### src/rtl/lbp_pkg.sv
// Shared encodings for the LBP stream engine: operating modes, neighbour bit
// positions, the non-uniform code value and the control state encoding.
package lbp_pkg;

    typedef enum logic [1:0] {
        LBP_MODE_BASIC   = 2'd0,
        LBP_MODE_THRESH  = 2'd1,
        LBP_MODE_UNIFORM = 2'd2,
        LBP_MODE_RSVD    = 2'd3
    } lbp_mode_e;

    // Bit k of an LBP code is the comparison result for neighbour k.
    localparam int NB_TL = 0;
    localparam int NB_T  = 1;
    localparam int NB_TR = 2;
    localparam int NB_L  = 3;
    localparam int NB_R  = 4;
    localparam int NB_BL = 5;
    localparam int NB_B  = 6;
    localparam int NB_BR = 7;

    localparam logic [7:0] LBP_NONUNIFORM = 8'd9;

    typedef enum logic [1:0] {
        ST_IDLE  = 2'd0,
        ST_FETCH = 2'd1,
        ST_DRAIN = 2'd2,
        ST_DONE  = 2'd3
    } lbp_state_e;

endpackage

### src/rtl/lbp_line_buffer.sv
// Two-row line buffer: each accepted pixel is written into the newest row and
// the displaced value shifts into the older row at the same column.
module lbp_line_buffer
    import lbp_pkg::*;
#(
    parameter int IMG_W = 128,
    parameter int PIX_W = 8
) (
    input  logic                                     clk,
    input  logic                                     reset,
    input  logic                                     wr_en_i,
    input  logic [((IMG_W > 1) ? $clog2(IMG_W) : 1)-1:0] wr_col_i,
    input  logic [((IMG_W > 1) ? $clog2(IMG_W) : 1)-1:0] rd_col_i,
    input  logic [PIX_W-1:0]                         pix_i,
    output logic [PIX_W-1:0]                         row1_o,
    output logic [PIX_W-1:0]                         row2_o
);
    logic [PIX_W-1:0] row1_mem [IMG_W];
    logic [PIX_W-1:0] row2_mem [IMG_W];
    logic [PIX_W-1:0] row1_q;
    logic [PIX_W-1:0] row2_q;

    // Storage is not cleared: a scored window only ever reads columns that
    // were written earlier in the same frame.
    always_ff @(posedge clk) begin
        if (wr_en_i) begin
            row1_mem[wr_col_i] <= pix_i;
            row2_mem[wr_col_i] <= row1_q;
        end
    end

    // The read port is addressed with the column of the next accept, so the
    // registered data is ready exactly when that pixel arrives.
    always_ff @(posedge clk) begin
        if (reset) begin
            row1_q <= '0;
            row2_q <= '0;
        end else begin
            row1_q <= row1_mem[rd_col_i];
            row2_q <= row2_mem[rd_col_i];
        end
    end

    assign row1_o = row1_q;
    assign row2_o = row2_q;

endmodule

### src/rtl/lbp_stream_engine.sv
// Streaming 3x3 LBP engine: fetches each pixel once in raster order and emits
// one code per interior pixel in basic, thresholded or uniform-count mode.
module lbp_stream_engine
    import lbp_pkg::*;
#(
    parameter int IMG_W  = 128,
    parameter int IMG_H  = 128,
    parameter int PIX_W  = 8,
    parameter int ADDR_W = 14
) (
    input  logic              clk,
    input  logic              reset,
    input  logic              start,
    input  logic [1:0]        mode,
    input  logic [PIX_W-1:0]  lbp_thresh,
    input  logic              gray_ready,
    input  logic [PIX_W-1:0]  gray_data,
    output logic [ADDR_W-1:0] gray_addr,
    output logic              gray_req,
    output logic              lbp_valid,
    output logic [ADDR_W-1:0] lbp_addr,
    output logic [7:0]        lbp_data,
    output logic              finish
);
    localparam int COL_W = (IMG_W > 1) ? $clog2(IMG_W) : 1;
    localparam int ROW_W = (IMG_H > 1) ? $clog2(IMG_H) : 1;
    localparam logic [COL_W-1:0]  LAST_COL = COL_W'(IMG_W - 1);
    localparam logic [ROW_W-1:0]  LAST_ROW = ROW_W'(IMG_H - 1);
    localparam logic [ADDR_W-1:0] OUT_OFS  = ADDR_W'(IMG_W + 1);

    lbp_state_e        state_q, state_d;
    lbp_mode_e         mode_q;
    logic [PIX_W-1:0]  thresh_q;
    logic [ROW_W-1:0]  row_q, row_d;
    logic [COL_W-1:0]  col_q, col_d;
    logic [ADDR_W-1:0] addr_q, addr_d;
    logic              lbp_valid_q;
    logic [ADDR_W-1:0] lbp_addr_q;
    logic [7:0]        lbp_data_q;

    logic [PIX_W-1:0]  win_q [2][3];
    logic [PIX_W-1:0]  new_col [3];
    logic [PIX_W-1:0]  nb [8];
    logic [PIX_W-1:0]  centre;
    logic [PIX_W-1:0]  lb_row1, lb_row2;
    logic [7:0]        basic_bits, thresh_bits, code;
    logic              start_take, accept, last_col, last_row, win_full;

    function automatic logic [7:0] uniform_code(input logic [7:0] bits);
        logic [7:0] ring;
        logic [7:0] edges;
        logic [3:0] ones;
        logic [3:0] trans;
        // Circular walk TL,T,TR,R,BR,B,BL,L packed LSB first.
        ring  = {bits[NB_L], bits[NB_BL], bits[NB_B], bits[NB_BR],
                 bits[NB_R], bits[NB_TR], bits[NB_T], bits[NB_TL]};
        edges = ring ^ {ring[6:0], ring[7]};
        ones  = '0;
        trans = '0;
        for (int i = 0; i < 8; i++) begin
            ones  = ones + {3'b000, bits[i]};
            trans = trans + {3'b000, edges[i]};
        end
        return (trans <= 4'd2) ? {4'b0000, ones} : LBP_NONUNIFORM;
    endfunction

    assign start_take = start && ((state_q == ST_IDLE) || (state_q == ST_DONE));
    assign accept     = (state_q == ST_FETCH) && gray_ready;
    assign last_col   = (col_q == LAST_COL);
    assign last_row   = (row_q == LAST_ROW);
    assign win_full   = (int'(row_q) >= 2) && (int'(col_q) >= 2);

    always_comb begin
        state_d = state_q;
        row_d   = row_q;
        col_d   = col_q;
        addr_d  = addr_q;
        case (state_q)
            ST_IDLE, ST_DONE: begin
                if (start) begin
                    state_d = ST_FETCH;
                    row_d   = '0;
                    col_d   = '0;
                    addr_d  = '0;
                end
            end
            ST_FETCH: begin
                if (accept) begin
                    if (last_col) begin
                        col_d = '0;
                        row_d = last_row ? '0 : row_q + 1'b1;
                    end else begin
                        col_d = col_q + 1'b1;
                    end
                    if (last_col && last_row) begin
                        addr_d  = '0;
                        state_d = ST_DRAIN;
                    end else begin
                        addr_d = addr_q + 1'b1;
                    end
                end
            end
            ST_DRAIN: state_d = ST_DONE;
            default:  state_d = ST_IDLE;
        endcase
    end

    always_ff @(posedge clk) begin
        if (reset) begin
            state_q  <= ST_IDLE;
            row_q    <= '0;
            col_q    <= '0;
            addr_q   <= '0;
            mode_q   <= LBP_MODE_BASIC;
            thresh_q <= '0;
        end else begin
            state_q <= state_d;
            row_q   <= row_d;
            col_q   <= col_d;
            addr_q  <= addr_d;
            if (start_take) begin
                mode_q   <= lbp_mode_e'(mode);
                thresh_q <= lbp_thresh;
            end
        end
    end

    lbp_line_buffer #(
        .IMG_W (IMG_W),
        .PIX_W (PIX_W)
    ) u_line_buf (
        .clk      (clk),
        .reset    (reset),
        .wr_en_i  (accept),
        .wr_col_i (col_q),
        .rd_col_i (col_d),
        .pix_i    (gray_data),
        .row1_o   (lb_row1),
        .row2_o   (lb_row2)
    );

    // Window holds columns c-2 and c-1; the incoming column completes it.
    always_ff @(posedge clk) begin
        if (reset) begin
            for (int k = 0; k < 3; k++) begin
                win_q[0][k] <= '0;
                win_q[1][k] <= '0;
            end
        end else if (accept) begin
            for (int k = 0; k < 3; k++) begin
                win_q[0][k] <= win_q[1][k];
                win_q[1][k] <= new_col[k];
            end
        end
    end

    always_comb begin
        new_col[0] = lb_row2;
        new_col[1] = lb_row1;
        new_col[2] = gray_data;
        nb[NB_TL]  = win_q[0][0];
        nb[NB_T]   = win_q[1][0];
        nb[NB_TR]  = new_col[0];
        nb[NB_L]   = win_q[0][1];
        nb[NB_R]   = new_col[1];
        nb[NB_BL]  = win_q[0][2];
        nb[NB_B]   = win_q[1][2];
        nb[NB_BR]  = new_col[2];
        centre     = win_q[1][1];
    end

    // The thresholded sum is one bit wider so a large offset saturates the test.
    generate
        for (genvar gi = 0; gi < 8; gi++) begin : g_cmp
            assign basic_bits[gi]  = (nb[gi] >= centre);
            assign thresh_bits[gi] = ({1'b0, nb[gi]} >= ({1'b0, centre} + {1'b0, thresh_q}));
        end
    endgenerate

    always_comb begin
        code = basic_bits;
        case (mode_q)
            LBP_MODE_BASIC:   code = basic_bits;
            LBP_MODE_THRESH:  code = thresh_bits;
            LBP_MODE_UNIFORM: code = uniform_code(basic_bits);
            LBP_MODE_RSVD:    code = basic_bits;
        endcase
    end

    always_ff @(posedge clk) begin
        if (reset) begin
            lbp_valid_q <= 1'b0;
            lbp_addr_q  <= '0;
            lbp_data_q  <= '0;
        end else begin
            lbp_valid_q <= accept && win_full;
            if (accept && win_full) begin
                lbp_addr_q <= addr_q - OUT_OFS;
                lbp_data_q <= code;
            end
        end
    end

    assign gray_addr = addr_q;
    assign gray_req  = (state_q == ST_FETCH);
    assign finish    = (state_q == ST_DONE);
    assign lbp_valid = lbp_valid_q;
    assign lbp_addr  = lbp_addr_q;
    assign lbp_data  = lbp_data_q;

endmodule

### config.mk
export PLATFORM = sky130hd
export DESIGN_NAME = lbp_stream_engine
export DESIGN_NICKNAME = d
export VERILOG_FILES = /design/src/rtl/lbp_pkg.sv /design/src/rtl/lbp_line_buffer.sv /design/src/rtl/lbp_stream_engine.sv
export SDC_FILE = /design/constraint.sdc
export NUM_CORES = 2
export LEC_CHECK = 0
export ABC_AREA = 1
export CAP_MARGIN = 5
export CORE_ASPECT_RATIO = 1.75
export CORE_MARGIN = 5
export CORE_UTILIZATION = 43
export DETAILED_ROUTE_END_ITERATION = 8
export PLACE_DENSITY = 0.67
export SYNTH_ARGS = -nofsm -noshare
export SYNTH_HDL_FRONTEND = slang
export SYNTH_SLANG_ARGS = --single-unit
export TNS_END_PERCENT = 30
### constraint.sdc
create_clock -name clk -period 6.54 [get_ports clk]
set_input_delay 1.308 -clock clk [delete_from_list [all_inputs] [get_ports clk]]
set_output_delay 1.308 -clock clk [all_outputs]
set_load 0.005 [all_outputs]
==> run metrics <==
most frequent cell after synthesis=nand3_1; largest net degree at the start of global routing=163; Reg2Reg Depth=21; top cells by count, synth=2589 x nand3_1, 2096 x edfxtp_1, 1545 x nand2_1; Die Area=0.228 sq mm; Worst Path Arrival=5.94 ns; crit start category=flop; antenna violations before repair=7; nets@finish=8354; vias in the first global route=63900; area leader, netlist=edfxtp_1; Layout Skew=0.0391 ns; Worst Slack Setup Final=1.30 ns; die height=628 microns; r2r setup slk=1.30 ns; die width=363 microns; clk_lat worst skew=0.83 ns; Reg clk slew, reported paths=0.07 ns; Final Critical Period=5.24 ns; wire length per cell=24.9 microns; Iter 0 DRT Violations=7392; GR Overflow Total=0; max cap viols=0; CP Class=flop to flop; final core utilization=47.6%; Max VDD drop=0.228 mV; outcome=finished clean; power per cell area=341 mW/mm^2; starting density of the core=43.1%; sequential area share after synthesis=68.8%; fill count=18900; EDFF count, synth=2096; post-cts gate resize count=0; first-pass GRT wire length=409 mm; vias per cell=5.85; worst-margin pin slew=1.11 ns; WHS=0.487 ns; FP Rows=227; routability cong.=0.895; Area growth, synth to finish=10.5%; via count=65400; Synth area leaders=edfxtp_1 67%, nand3_1 14%, nand2_1 6.2%; core area=0.218 sq mm; Synth async-reset ratio=0%; setup repair after global routing missed its margin=no; Post-CTS Repair Setup Buffers=0; GRT Overall Usage=23.7%; Final ANT Viol Nets=0; cts bufs inserted=188; Mapped Cells=8219; Final period util=80.1%; Max Transition Viols Final=0; Worst Setup SP=win_q[0][33]; Mapped Avg Cell Area=11.4 sq um; Worst Path Required=7.24 ns; Top FF cell, synth=edfxtp_1; top-level I/O count=61; CTS Hold Buffers Added=0; CTS Root Cell=clkbuf_16; Slew headroom=26.0%; CP Capture Type=flop; crit path max fanout=7; Design Area, Final=0.104 sq mm; post-synthesis cell type count=46; worst min path class=flop to flop; final wirelength=278 mm; r2r startpoint=win_q[0][33]; Final Setup Violations=0; Setup WS pre-CTS=0.871 ns; Yosys warnings=0; detailed placement HPWL=164 mm; DR pass1 iterations=6; crit path capture=lbp_data[0]; layout cells sized above 1=6.61%; Mapped Area=0.0938 sq mm; I/O Buffers=60; CTS tree=built; clock tree buffer depth=4; Area after DPL=0.0979 sq mm; Residual DRC=0; final setup TNS=0 ns; H-tree depth=4; leakage dissipation=37.2 nW; FMAX=191 MHz; Num Clock Sinks=2175; Synth top area share=67.1%; Synth Register Bits=2175; reg-to-reg endpoint=lbp_data[0]; syn_nets=8405; final hold vios=0
-- through the flow --
step	power [W]	std cells
CTS	0.0354	11200
floorplan	0.0219	8219
global route	0.0369	11200
detailed placement	0.0247	10800
global placement	0.0245	10800
finish	0.0354	11200
-- layout by cell type (no fill, tap or decap), drive strengths merged, types with 2 or more instances in the layout --
| cell type | n |
|---|---|
| a211oi | 10 |
| a21boi | 7 |
| a21oi | 89 |
| a22oi | 2 |
| a31oi | 5 |
| and3 | 5 |
| buf | 267 |
| bufinv | 13 |
| clkbuf | 228 |
| clkdlybuf4s50 | 52 |
| clkinv | 75 |
| clkinvlp | 4 |
| dfxtp | 79 |
| diode | 2 |
| edfxtp | 2096 |
| fa | 9 |
| ha | 155 |
| inv | 463 |
| nand2 | 1548 |
| nand3 | 2589 |
| nand3b | 184 |
| nand4 | 21 |
| nor2 | 276 |
| nor3 | 24 |
| nor3b | 2 |
| nor4 | 2 |
| o2111ai | 3 |
| o211ai | 3 |
| o21a | 3 |
| o21ai | 46 |
| o221ai | 10 |
| o31ai | 9 |
| or2 | 4 |
| xnor2 | 7 |
| xor2 | 12 |
-- worst max-delay path, stage by stage (launching register included) --
cell and delay (ns):
edfxtp_1 0.44, inv_1 0.22, buf_4 0.24, ha_1 0.27, a21oi_1 0.14, o21ai_0 0.08
nand2_1 0.06, o2111ai_1 0.41, xnor2_1 0.38, fa_1 0.45, fa_1 0.49, inv_1 0.05
fa_1 0.44, ha_1 0.23, fa_1 0.44, o2bb2ai_1 0.16, nand2_1 0.12, o21ai_0 0.16
o21a_1 0.14, nand3_1 0.08, nand2_1 0.10, inv_1 0.04
-- state kept, by name, indices dropped and copies added (netlist names), 8 cells and up --
signal               cells
gray_addr               14
lbp_addr                14
lbp_data                 8
thresh_q                 8
u_line_buf.row1_mem   1024
u_line_buf.row1_o        8
u_line_buf.row2_mem   1024
u_line_buf.row2_o        8
win_q                   48
-- worst min path at each step --
stage	from	end	slack, ns	depth (start not counted)
CTS	mode_q[0]	mode_q[0]	0.49	2
finish	mode_q[0]	mode_q[0]	0.49	2
floorplan	row_q[6]	row_q[6]	0.45	2
detailed placement	mode_q[0]	mode_q[0]	0.48	2
global placement	row_q[6]	row_q[6]	0.46	2
global route	row_q[6]	row_q[6]	0.51	2
-- logic make-up (layout without fill, tap and decap cells) --
kind of cell               Yosys count  count (layout)  synth area share [%]
AOI/OAI and AO/OA                  191             191                  1.20
xor gates and xnor gates            19              19                 0.177
adders and majority gates          164             164                  2.26
buffers and inverters             1015            1102                  4.65
DFF                               2175            2175                  68.8
other                                0               2                     0
and+or+nand+nor                   4655            4655                  23.0
-- layer usage --
layer  vias to the layer above  wire length (microns)  share of wire (%)  global-route usage [%]
li1                      29100                      -                  -                       -
met3                       772                  19600                7.1                    2.67
met1                     32200                  95100                 34                    27.2
met5                         -                      0                  0                       0
met2                      3286                 139000                 50                    41.0
met4                         0                  24100                8.7                    17.2
-- where the power goes --
part           internal (W)  leakage, nW  switching (W)  total, W
Combinational       0.00239         14.7        0.00614   0.00853
Sequential           0.0158         19.7       0.000149    0.0160
Clock               0.00589         2.82        0.00495    0.0108
Total                0.0241         37.2         0.0112    0.0354
-- area by class of cell --
class	count	area (sq um)	share of cell area [%]
tap	2862	3580	3.45
multi-input combinational	5029	25100	24.2
sequential	2175	64600	62.3
clock buffer	228	4950	4.77
antenna	2	5.00	0.00483
clock inverter	100	817	0.788
inverter	455	1750	1.68
timing repair buffer	319	2980	2.87
(Power assumes the default switching activity.)
==> RTL change, RTL diff (same settings) <==
`addr_q` no longer has a reset.
--- a/src/rtl/lbp_stream_engine.sv
+++ b/src/rtl/lbp_stream_engine.sv
@@ -110,19 +110,21 @@
             state_q  <= ST_IDLE;
             row_q    <= '0;
             col_q    <= '0;
-            addr_q   <= '0;
             mode_q   <= LBP_MODE_BASIC;
             thresh_q <= '0;
         end else begin
             state_q <= state_d;
             row_q   <= row_d;
             col_q   <= col_d;
-            addr_q  <= addr_d;
             if (start_take) begin
                 mode_q   <= lbp_mode_e'(mode);
                 thresh_q <= lbp_thresh;
             end
         end
+    end
+
+    always_ff @(posedge clk) begin
+        addr_q <= addr_d;
     end
 
     lbp_line_buffer #(
Check against the original RTL: differs if reset is asserted again (counterexample within 4 cycles, from zero or initial values and one cycle with reset high); with reset held inactive, the same outputs for 4 cycles.
==> RTL change against the unedited design <==
Largest cell class unchanged. Highest routed layer is now met5. The flow now finishes with violations (design-rule violations). Critical endpoint unchanged. Routed wire length down 0.83%. Sequential cell count is the same. Worst setup slack better by 0.061 ns. Hold slack worse by 0.011 ns. Power is 0.49% lower. Area after synthesis rose by 0.34%. Final area grew 0.26%.
==> RTL change: results (changes against the unedited design) <==
stage;metric;value;unit;change
routing;# DRC;2;;+2
yosys;Yosys cell types;48;;+4.3%
global_route;GR Util met2;40.5;%;-0.51 points
global_route;Overall Global Routing Usage;23.4;%;-0.28 points
global_route;first-pass GRT wire length;406000;µm;-0.85%
global_route;GRT met3 Usage;3.09;%;+0.42 points
status;outcome;finished with violations;;
routing;Starting DRT DRC Count;7049;;-4.6%
place;gpl congestion;0.910;;+1.6%
finish;Nets;8419;;+0.78%
pwr;worst vdd ir;267;µV;+17%
place;placed cell count;10900;;+0.60%
place;IO buf count;60;;unchanged
global_route;initial antenna violation count;11;;+4
yosys;Synth warnings;0;;unchanged
finish;Reg area;0.0647;mm²;+0.22%
flow_run;max_cap viols;0;;unchanged
yosys;Synth top cells by count;2,335 x nand3_1, 2,110 x edfxtp_1, 1,768 x nand2_1;;
global_route;largest net degree at the start of global routing;203;;+25%
yosys;EDFF count, synth;2110;;+0.67%
setup_path;Arrival @ worst endpoint;5.90;ns;-0.04 ns
place;hpwl dp;160000;µm;-2.5%
finish;leading registers by flop count;u_line_buf.row1_mem: 1024 flops, u_line_buf.row2_mem: 1024 flops, win_q: 48 flops;;
min_path;worst min path class;flip-flop to flip-flop;;
cts;Root Buffer Master;clkbuf_16;;
yosys;sequential-to-total area share from yosys stat;68.7;%;-0.083 points
sta;relative slew slack;10.3;%;-16 points
pwr;Leak;37.7;nW;+1.3%
yosys;Syn Area/Cell;11.4;µm²;-0.14%
status;violated checks;design-rule violations;;
routing;via total after detailed routing;64900;;-0.78%
setup_path;Worst Path Max Fanout;9;;+2
setup_path;largest delay contributor family on the critical path;adder cells;;
finish;share of post-route cells with drive strength above 1;6.83;%;+0.22 points
finish;Fillers;19000;;+0.33%
yosys;Area contributors post-synth;edfxtp_1 67%, nand3_1 12%, nand2_1 7.0%;;
cts;Clk Latency, worst-skew pair;0.86;ns;+0.03 ns
cts;post-cts resize count;0;;unchanged
routing;DRT Pass-1 Iters;9;;+3
global_route;met1 usage in global routing;27.1;%;-0.11 points
routing;routed wire length;276000;µm;-0.83%
routing;Via density;5.77;;-1.4%
sta;Worst Skew;0.0450;ns;+0.00594 ns
global_route;via count of the first global-routing pass;63200;;-1.1%
[RTL change: where the power goes]
part / internal [mW] / switching (mW) / leakage, nW
combinational: 2.36 / 5.72 / 15.1
sequential: 15.9 / 0.317 / 19.7
clock: 5.98 / 4.96 / 2.87
[RTL change: layout make-up]
type / count / area share [%]
Antenna cell: 2 / 0.00481
Clock buffer: 236 / 4.85
Clock inverter: 98 / 0.784
Inverter: 492 / 1.82
Multi-Input combinational cell: 5049 / 24.0
Sequential cell: 2175 / 62.2
Tap cell: 2862 / 3.44
Timing Repair Buffer: 327 / 2.84
[RTL change: worst paths after layout]
| kind | from | endpoint | slack (ns) | depth (start not counted) |
|---|---|---|---|---|
| max | win_q[0][38] | lbp_data[0] | 1.36 | 21 |
| min | row_q[6] | row_q[6] | 0.48 | 2 |
| max reg2reg | win_q[0][38] | lbp_data[0] | 1.36 | 21 |
| min reg2reg | row_q[6] | row_q[6] | 0.48 | 2 |
[RTL change: layer usage]
| layer | vias up | wire (µm) |
|---|---|---|
| met5 | - | 41 |
| met4 | 6 | 21400 |
| met3 | 753 | 20400 |
| met2 | 3099 | 138000 |
| met1 | 31900 | 95700 |
| li1 | 29100 | - |
[RTL change: metrics by stage]
step	area (µm²)	utilization [%]	total power, mW	worst slack [ns]
after global placement	98100	45.0	24.3	0.721
after global routing	104000	47.7	36.7	1.07
final	104000	47.7	35.2	1.36
after detailed placement	98100	45.0	24.5	0.935
after CTS	104000	47.7	35.3	1.31
after floorplan	94200	-	21.8	0.702
[RTL change: cell families after synthesis]
| kind of cell | Yosys count | share of synthesized area, % |
|---|---|---|
| xor+xnor | 24 | 0.223 |
| buf+inv | 1034 | 4.89 |
| fa+ha+maj | 164 | 2.25 |
| compound gates | 196 | 1.23 |
| simple gates | 4665 | 22.7 |
| flops | 2175 | 68.7 |
